### src/rtl/regbank_arbiter.sv
// Round-robin arbiter sequencing writes from NREQ requesters into one shared DW-bit register.
// Optional REGBANK_LOCK_EN: a holder asserting lock may extend its grant past MAX_HOLD writes.
module regbank_arbiter #(
  parameter int NREQ     = 4,
  parameter int DW       = 8,
  parameter int MAX_HOLD = 4
) (
  input  logic                    clk,
  input  logic                    rst_n,
  input  logic [NREQ-1:0]         req,
  input  logic [NREQ*DW-1:0]      wdata,
  input  logic                    lock,
  output logic [NREQ-1:0]         gnt,
  output logic [DW-1:0]           q,
  output logic                    q_valid,
  output logic [$clog2(NREQ)-1:0] owner
);

  localparam int PW = $clog2(NREQ);
  localparam logic [3:0] HOLD_LAST = 4'(MAX_HOLD - 1);

  typedef enum logic {
    IDLE  = 1'b0,
    GRANT = 1'b1
  } state_t;

  state_t          state_r, state_n;
  logic [PW-1:0]   ptr_r, ptr_n;
  logic [PW-1:0]   holder_r, holder_n;
  logic [3:0]      hold_cnt_r, hold_n;
  logic [NREQ-1:0] gnt_r, gnt_n;
  logic [DW-1:0]   q_r, q_n;
  logic            q_valid_r, q_valid_n;
  logic [PW-1:0]   owner_r, owner_n;
  logic            found_s;
  logic            release_s;
  logic [PW-1:0]   sel_s;
  logic [PW-1:0]   idx_s;

  function automatic logic [PW-1:0] wrap_inc(input logic [PW-1:0] v);
    if (v == PW'(NREQ - 1)) begin
      return {PW{1'b0}};
    end else begin
      return v + PW'(1);
    end
  endfunction

`ifndef REGBANK_LOCK_EN
  logic unused_lock;
  assign unused_lock = lock;
`endif

  // Next-state, round-robin selection and write decision.
  always_comb begin
    state_n   = state_r;
    ptr_n     = ptr_r;
    holder_n  = holder_r;
    hold_n    = hold_cnt_r;
    gnt_n     = gnt_r;
    q_n       = q_r;
    q_valid_n = 1'b0;
    owner_n   = owner_r;
    found_s   = 1'b0;
    release_s = 1'b0;
    sel_s     = {PW{1'b0}};
    idx_s     = {PW{1'b0}};
    case (state_r)
      IDLE: begin
        // Scan starting at ptr so the most recent holder is considered last.
        for (int k = 0; k < NREQ; k++) begin
          idx_s = PW'((int'(ptr_r) + k) % NREQ);
          if (!found_s && req[idx_s]) begin
            found_s = 1'b1;
            sel_s   = idx_s;
          end else begin
            found_s = found_s;
          end
        end
        if (found_s) begin
          state_n  = GRANT;
          holder_n = sel_s;
          hold_n   = 4'd0;
          gnt_n    = NREQ'(1) << sel_s;
        end else begin
          gnt_n = {NREQ{1'b0}};
        end
      end
      GRANT: begin
        if (req[holder_r]) begin
          q_n       = wdata[int'(holder_r)*DW +: DW];
          owner_n   = holder_r;
          q_valid_n = 1'b1;
          if (hold_cnt_r == HOLD_LAST) begin
`ifdef REGBANK_LOCK_EN
            if (lock) begin
              hold_n = hold_cnt_r;
            end else begin
              release_s = 1'b1;
            end
`else
            release_s = 1'b1;
`endif
          end else begin
            hold_n = hold_cnt_r + 4'd1;
          end
        end else begin
          release_s = 1'b1;
        end
        if (release_s) begin
          state_n = IDLE;
          gnt_n   = {NREQ{1'b0}};
          ptr_n   = wrap_inc(holder_r);
          hold_n  = 4'd0;
        end else begin
          state_n = GRANT;
        end
      end
      default: begin
        state_n = IDLE;
        gnt_n   = {NREQ{1'b0}};
        hold_n  = 4'd0;
      end
    endcase
  end

  // State and registered outputs.
  always_ff @(posedge clk or negedge rst_n) begin
    if (!rst_n) begin
      state_r    <= IDLE;
      ptr_r      <= {PW{1'b0}};
      holder_r   <= {PW{1'b0}};
      hold_cnt_r <= 4'd0;
      gnt_r      <= {NREQ{1'b0}};
      q_r        <= {DW{1'b0}};
      q_valid_r  <= 1'b0;
      owner_r    <= {PW{1'b0}};
    end else begin
      state_r    <= state_n;
      ptr_r      <= ptr_n;
      holder_r   <= holder_n;
      hold_cnt_r <= hold_n;
      gnt_r      <= gnt_n;
      q_r        <= q_n;
      q_valid_r  <= q_valid_n;
      owner_r    <= owner_n;
    end
  end

  assign gnt     = gnt_r;
  assign q       = q_r;
  assign q_valid = q_valid_r;
  assign owner   = owner_r;

endmodule

### config.mk
export PLATFORM = sky130hd
export DESIGN_NAME = regbank_arbiter
export DESIGN_NICKNAME = d
export VERILOG_FILES = /design/src/rtl/regbank_arbiter.sv
export SDC_FILE = /design/constraint.sdc
export NUM_CORES = 1
export LEC_CHECK = 0
export BUFFER_PORTS_ARGS = -buffer_cell sky130_fd_sc_hd__buf_2
export CAP_MARGIN = 20
export CORE_ASPECT_RATIO = 1.1
export CORE_MARGIN = 2
export CORE_UTILIZATION = 43
export CTS_CLUSTER_SIZE = 30
export DETAILED_ROUTE_END_ITERATION = 10
export HOLD_SLACK_MARGIN = 0.03
export PLACE_DENSITY = 0.77
export SYNTH_ARGS = -nofsm -noshare
export SYNTH_HDL_FRONTEND = slang
export SYNTH_SLANG_ARGS = --single-unit
### constraint.sdc
create_clock -name clk -period 1.7 [get_ports clk]
set_clock_uncertainty 0.15 [all_clocks]
set_input_delay 0.255 -clock clk [delete_from_list [all_inputs] [get_ports clk]]
set_output_delay 0.255 -clock clk [all_outputs]
set_load 0.03 [all_outputs]
==> results of run 1 <==
## power by group
group | switching (mW) | internal [mW] | leakage, nW | total [mW]
Clock | 0.174 | 0.239 | 0.0279 | 0.412
Combinational | 1.04 | 1.06 | 0.552 | 2.10
Sequential | 0.208 | 0.832 | 0.295 | 1.04
## area by class of cell
type                            count  area share
Clock buffer                        3      0.0122
Clock inverter                      1      0.0163
Inverter                            1     0.00204
Multi-Input combinational cell     77       0.404
Sequential cell                    24       0.327
Tap cell                           34      0.0231
Timing Repair Buffer               67       0.215
## worst max-delay path: cells and delay by family, from the launching register on
| family | cells | cell delay (ns) |
|---|---|---|
| buf+inv | 1 | 0.16 |
| flops | 1 | 0.47 |
| compound gates | 1 | 0.06 |
| simple gates | 1 | 0.12 |
| mux | 2 | 0.63 |
## worst max-delay path by stage
stage | slack (ns) | depth (start not counted) | endpoint | startpoint
5_1_grt | -0.03 | 5 | q[3] | holder_r[0]
6_report | 0.02 | 5 | hold_cnt_r[0] | holder_r[1]
3_3_place_gp | -0.01 | 4 | q[4] | holder_r[1]
2_1_floorplan | 0.07 | 4 | q[3] | holder_r[0]
3_5_place_dp | -0.07 | 4 | q[5] | holder_r[1]
4_1_cts | 0.01 | 5 | hold_cnt_r[0] | holder_r[1]
## cells in the final DEF (no fill, tap or decap), types with 2 or more instances in the layout
master / instances
a21o_1: 2
a22o_1: 2
a32o_1: 4
buf_2: 52
buf_4: 11
buf_6: 2
clkbuf_4: 3
dfrtp_1: 22
dfrtp_2: 2
ha_1: 2
mux2_1: 2
mux2_2: 13
mux4_2: 8
nand2_1: 6
nand2b_1: 5
nand3_1: 3
nand3b_1: 2
nand4_1: 2
nor2_1: 5
nor2b_1: 3
## routing by layer
| layer | part of all wire | track usage |
|---|---|---|
| met4 | 0.023 | 0.0901 |
| met3 | 0.067 | 0.0267 |
| met5 | 0 | 0 |
| met1 | 0.39 | 0.197 |
| met2 | 0.52 | 0.355 |
## state kept, by name, indices dropped and copies added (netlist names)
register	flops
gnt	4
ptr_r	2
owner	2
q	8
q_valid	1
state_r	1
hold_cnt_r	4
holder_r	2
## kinds of logic after synthesis
family	after synthesis	synth area share
AOI/OAI and AO/OA	19	0.124
buffers and inverters	6	0.0335
DFF	24	0.434
muxes	25	0.271
and+or+nand+nor	31	0.119
adders and majority gates	2	0.0181
## metrics by stage
stage                     setup slack (ns)  instance area, µm²  utilization  power [mW]  instances
after floorplan                     0.0685                1380            -        2.48        107
after global placement             -0.0142                1720        0.564        2.89        198
after detailed placement           -0.0747                1720        0.564        2.99        198
after CTS                           0.0142                1820        0.598        3.53        206
after global routing               -0.0283                1840        0.604        3.80        207
final                               0.0187                1840        0.604        3.55        207
## what timing repair did
item,in CTS,in global routing
setup buffers,3,2
pin swaps,1,2
hold endpoints to repair,24,0
endpoints found under the setup margin,12,12
resized for setup,3,5
gates cloned,0,0
hold buffers,1,0
==> impl_metrics.csv, run 1 <==
group,metric,value,unit
worst_setup_path,critPathArrivalTime,1.75,ns
synth,synth.yosys.seq_area_share,0.434,
timing,tns,0,ns
run_status,status,"finished, final reports clean",
synth,synthCells,107,
global_route,antenna_found_initial,0,
layout,final_nets,215,
synth,synth_area_leaders,"dfrtp_1 43%, mux4_2 13%, mux2_2 11%",
timing,finalHoldViolCount,0,
timing,final_max_slew_viol_count,0,
timing,period_share,0.989,
synth,ys_warn_count,0,
min_path,min_path_type,"primary input to register",
synth,syn_avg_cell_area,12.9,µm²
synth,ys.flop_type,"dfrtp_1",
floorplanning,die_x,58.1,µm
synth,synth_top_area_cell,"dfrtp_1",
placed_design,portBuffers,52,
clock_network,tritoncts,"yes",
worst_setup_path,r2r_end,"hold_cnt_r[0]",
timing,holdWs,0.221,ns
global_route,first_global_vias,1271,
route,drtAntennaViolNets,0,
floorplanning,coreArea,3050,µm²
min_path,min-delay-start,"wdata[25]",
worst_setup_path,crit_path_cell_trace,"mux2_4 > nor2_2 > a211oi_2 > buf_4 > mux2_1",
synth,synth_area,1380,µm²
clock_network,htree_levels,1,
layout,multi_input_area,744,µm²
layout,syn2layout_area_growth,33.2,%
clock_network,insertion_delay,0.32,ns
synth,synth_top_cell_area_share,0.434,
timing,tightest_slew,0.535,ns
timing,max_slew_margin,0.643,
placed_design,dp_hpwl,2430,µm
global_route,gr-total-overflow,0,
layout,drive_gt1_frac,0.578,
timing,rsz0062_at_grt,"yes",
floorplanning,num_io_pins,54,
timing,max_freq,0.595,GHz
synth,synth_seq_cells,24,
clock_network,cts.sinks,24,
pwr,powerDensity,1930,nW/µm²
route,via_per_inst,5.82,
min_path,hold-path-cell-count,3,
synth,synth_most_common_cell,"dfrtp_1",
worst_setup_path,rr_startpoint,"holder_r[1]",
synth,syn_nets,148,
flow_run,max_cap_violations,0,
route,drtIter0Drc,52,
worst_setup_path,critPathKind,"register to register",
worst_setup_path,critPathCaptureType,"register",
worst_setup_path,critPathSlowestCell,"dfrtp_2",
clock_network,clk_pin_slew,0.13,ns
synth,ys_async_sr_fraction,1.00,
global_route,grt_usage,0.188,
floorplanning,dieArea,3690,µm²
route,routed_wl,3160,µm
floorplanning,start_util,0.454,
worst_setup_path,worstPathMaxFanout,7,
worst_setup_path,reg2reg_depth,5,
global_route,grt_first_pass_wirelength,5310,µm
clock_network,cts_root_buffer,"clkbuf_4",
route,routedWlPerCell,15.2,µm
synth,yosys-top-cells-count,"24 x dfrtp_1, 13 x mux2_2, 8 x mux4_2, 6 x nand2_1, 6 x nor2_1",
synth,synth.distinct_cells,33,
floorplanning,rows,21,
worst_setup_path,cp-start-kind,"register",
min_path,whs_endpoint,"q[1]",
clock_network,clock_path_buffers,2,
pwr,vdd_drop_max,1.34,mV
placed_design,finalWeightedCongestion,0.825,
floorplanning,die-height,63.5,µm
layout,n_fill_cell,244,
timing,post-route-min-period,1.68,ns
worst_setup_path,slowest_delay,0.47,ns
route,num_vias,1205,
timing,setup_viol,0,
layout,register_area,603,µm²
global_route,grt_max_degree,25,
worst_setup_path,worstPathRequired,1.77,ns
layout,diodes,0,
clock_network,cts_buffers,3,
route,drc,0,
worst_setup_path,rrSetupSlack,0.02,ns
route,first_pass_iters,5,
synth,synth_edf_count,0,
pwr,leakage,0.874,nW
Note: power is estimated with default switching activity, not from simulation.
==> run 2: changes to the inputs <==
--- a/config.mk
+++ b/config.mk
@@ -14,6 +14,7 @@
 export DETAILED_ROUTE_END_ITERATION = 10
 export HOLD_SLACK_MARGIN = 0.03
 export PLACE_DENSITY = 0.77
+export RECOVER_POWER = 100
 export SYNTH_ARGS = -nofsm -noshare
 export SYNTH_HDL_FRONTEND = slang
 export SYNTH_SLANG_ARGS = --single-unit
==> run 2 against run 1 <==
First-iteration DRC count shrank 12%. Sequential share of layout area grew 0.16 points. Final cell count is the same. Combinational power is essentially flat. Sequential power is essentially flat. Flip-flop and latch count is the same. Clock-buffer cell count is the same. Utilization shrank 0.29 points. Largest power group unchanged.
==> impl_metrics.csv, run 2 (synthesis gave the netlist of run 1 again) <==
group,metric,value,unit
run_status,status,"finished, final reports clean",
timing,max_freq,0.595,GHz
floorplanning,die-height,63.5,µm
timing,fin_ws,0.0188,ns
clock_network,cts.sinks,24,
floorplanning,rows,21,
layout,final_cell_mix,"44 x buf_2, 22 x dfrtp_1, 13 x mux2_2",
flow_run,max_cap_violations,0,
pwr,vdd_drop_max,1.30,mV
timing,max_slew_margin,0.604,
clock_network,clock_path_buffers,2,
pwr,powerDensity,1930,nW/µm²
layout,syn2layout_area_growth,32.6,%
global_route,gr-total-overflow,0,
placed_design,finalWeightedCongestion,0.825,
floorplanning,die_x,58.1,µm
timing,setup_viol,0,
timing,holdWs,0.221,ns
layout,multi_input_area,744,µm²
global_route,grt_usage,0.188,
route,drc,0,
worst_setup_path,cp-start-kind,"register",
global_route,first_global_vias,1271,
timing,final_max_slew_viol_count,0,
layout,n_fill_cell,250,
clock_network,clk_pin_slew,0.13,ns
placed_design,portBuffers,52,
global_route,grt_first_pass_wirelength,5310,µm
layout,drive_gt1_frac,0.538,
timing,post-route-min-period,1.68,ns
layout,fin_area,1830,µm²
clock_network,cts_buffers,3,
route,drtIter0Drc,46,
route,routedWlPerCell,15.3,µm
layout,mostFrequentLayoutCell,"buf_2",
floorplanning,num_io_pins,54,
clock_network,htree_levels,1,
pwr,leakage,0.854,nW
timing,tightest_slew,0.593,ns
route,via_per_inst,5.86,
clock_network,insertion_delay,0.32,ns
layout,largest_reg_flops,8,
route,num_vias,1212,
global_route,antenna_found_initial,0,
placed_design,dp_slack,-0.0747,ns
route,drtAntennaViolNets,0,
layout,register_area,603,µm²
clock_network,cts_root_buffer,"clkbuf_4",
floorplanning,dieArea,3690,µm²
placed_design,dp_hpwl,2430,µm
placed_design,dpl_cell_area,1720,µm²
timing,rsz0062_at_grt,"yes",
worst_setup_path,critPathArrivalTime,1.75,ns
layout,final_nets,215,
floorplanning,start_util,0.454,
floorplanning,coreArea,3050,µm²
global_route,grt_max_degree,25,
timing,period_share,0.989,
route,routed_wl,3180,µm
layout,diodes,0,
worst_setup_path,worstPathRequired,1.77,ns
route,first_pass_iters,5,
min_path,min_path_type,"primary input to register",
worst_setup_path,worstPathMaxFanout,7,
worst_setup_path,critPathCaptureType,"register",
timing,finalHoldViolCount,0,
worst_setup_path,critPathKind,"register to register",
clock_network,tritoncts,"yes",
==> run 2: cell count changes in the layout (fill, tap and decap cells not counted), sizes merged <==
cell and delta:
clkbuf +8, buf -8
==> run 2: timing repair <==
item | in CTS | in global routing
hold buffers | 1 | 0
endpoints found under the setup margin | 12 | 12
buffers inserted | 3 | 2
resized for setup | 3 | 5
pin swaps | 1 | 2
hold endpoints to repair | 24 | 0
==> run 2: layout make-up <==
class / instances / area share
Clock buffer: 3 / 0.0123
Timing Repair Buffer: 67 / 0.211
Sequential cell: 24 / 0.329
Multi-Input combinational cell: 77 / 0.406
Clock inverter: 1 / 0.0164
Inverter: 1 / 0.00205
Tap cell: 34 / 0.0232
==> run 2: power breakdown <==
| group | internal, mW | total [mW] | switching [mW] |
|---|---|---|---|
| clock network | 0.239 | 0.412 | 0.174 |
| registers | 0.832 | 1.04 | 0.210 |
| logic | 1.04 | 2.08 | 1.04 |
==> run 2: metrics by stage <==
stage	util	TNS, ns	std cells	power, mW
after floorplan	-	0	107	2.48
after global placement	0.564	-0.0978	198	2.89
after detailed placement	0.564	-0.520	198	2.99
after CTS	0.598	0	206	3.53
after global routing	0.601	-0.216	207	3.77
final	0.601	0	207	3.53
==> run 2: per-layer routing <==
metal | wire, µm | vias to the layer above | GRT usage
met2 | 1630 | 66 | 0.355
met1 | 1240 | 592 | 0.197
met4 | 74 | 0 | 0.0901
met5 | 0 | - | 0
li1 | - | 542 | -
met3 | 231 | 12 | 0.0267
==> run 2: critical path, stage by stage (launching register included) <==
cell and delay (ns):
dfrtp_2 0.47, mux2_4 0.35, nor2_2 0.12, a211oi_2 0.06, buf_4 0.16, mux2_1 0.28
==> run 2: worst paths after layout <==
check | from | endpoint | slack [ns] | depth (start not counted)
worst min-delay path | wdata[25] | q[1] | 0.22 | 3
worst min register to register | owner[1] | owner[1] | 0.36 | 1
worst max register to register | holder_r[1] | hold_cnt_r[0] | 0.02 | 5
max in group asynchronous | rst_n | holder_r[1] | 0.67 | 2
min in group asynchronous | rst_n | q_valid | 0.31 | 2
worst max-delay path | holder_r[1] | hold_cnt_r[0] | 0.02 | 5
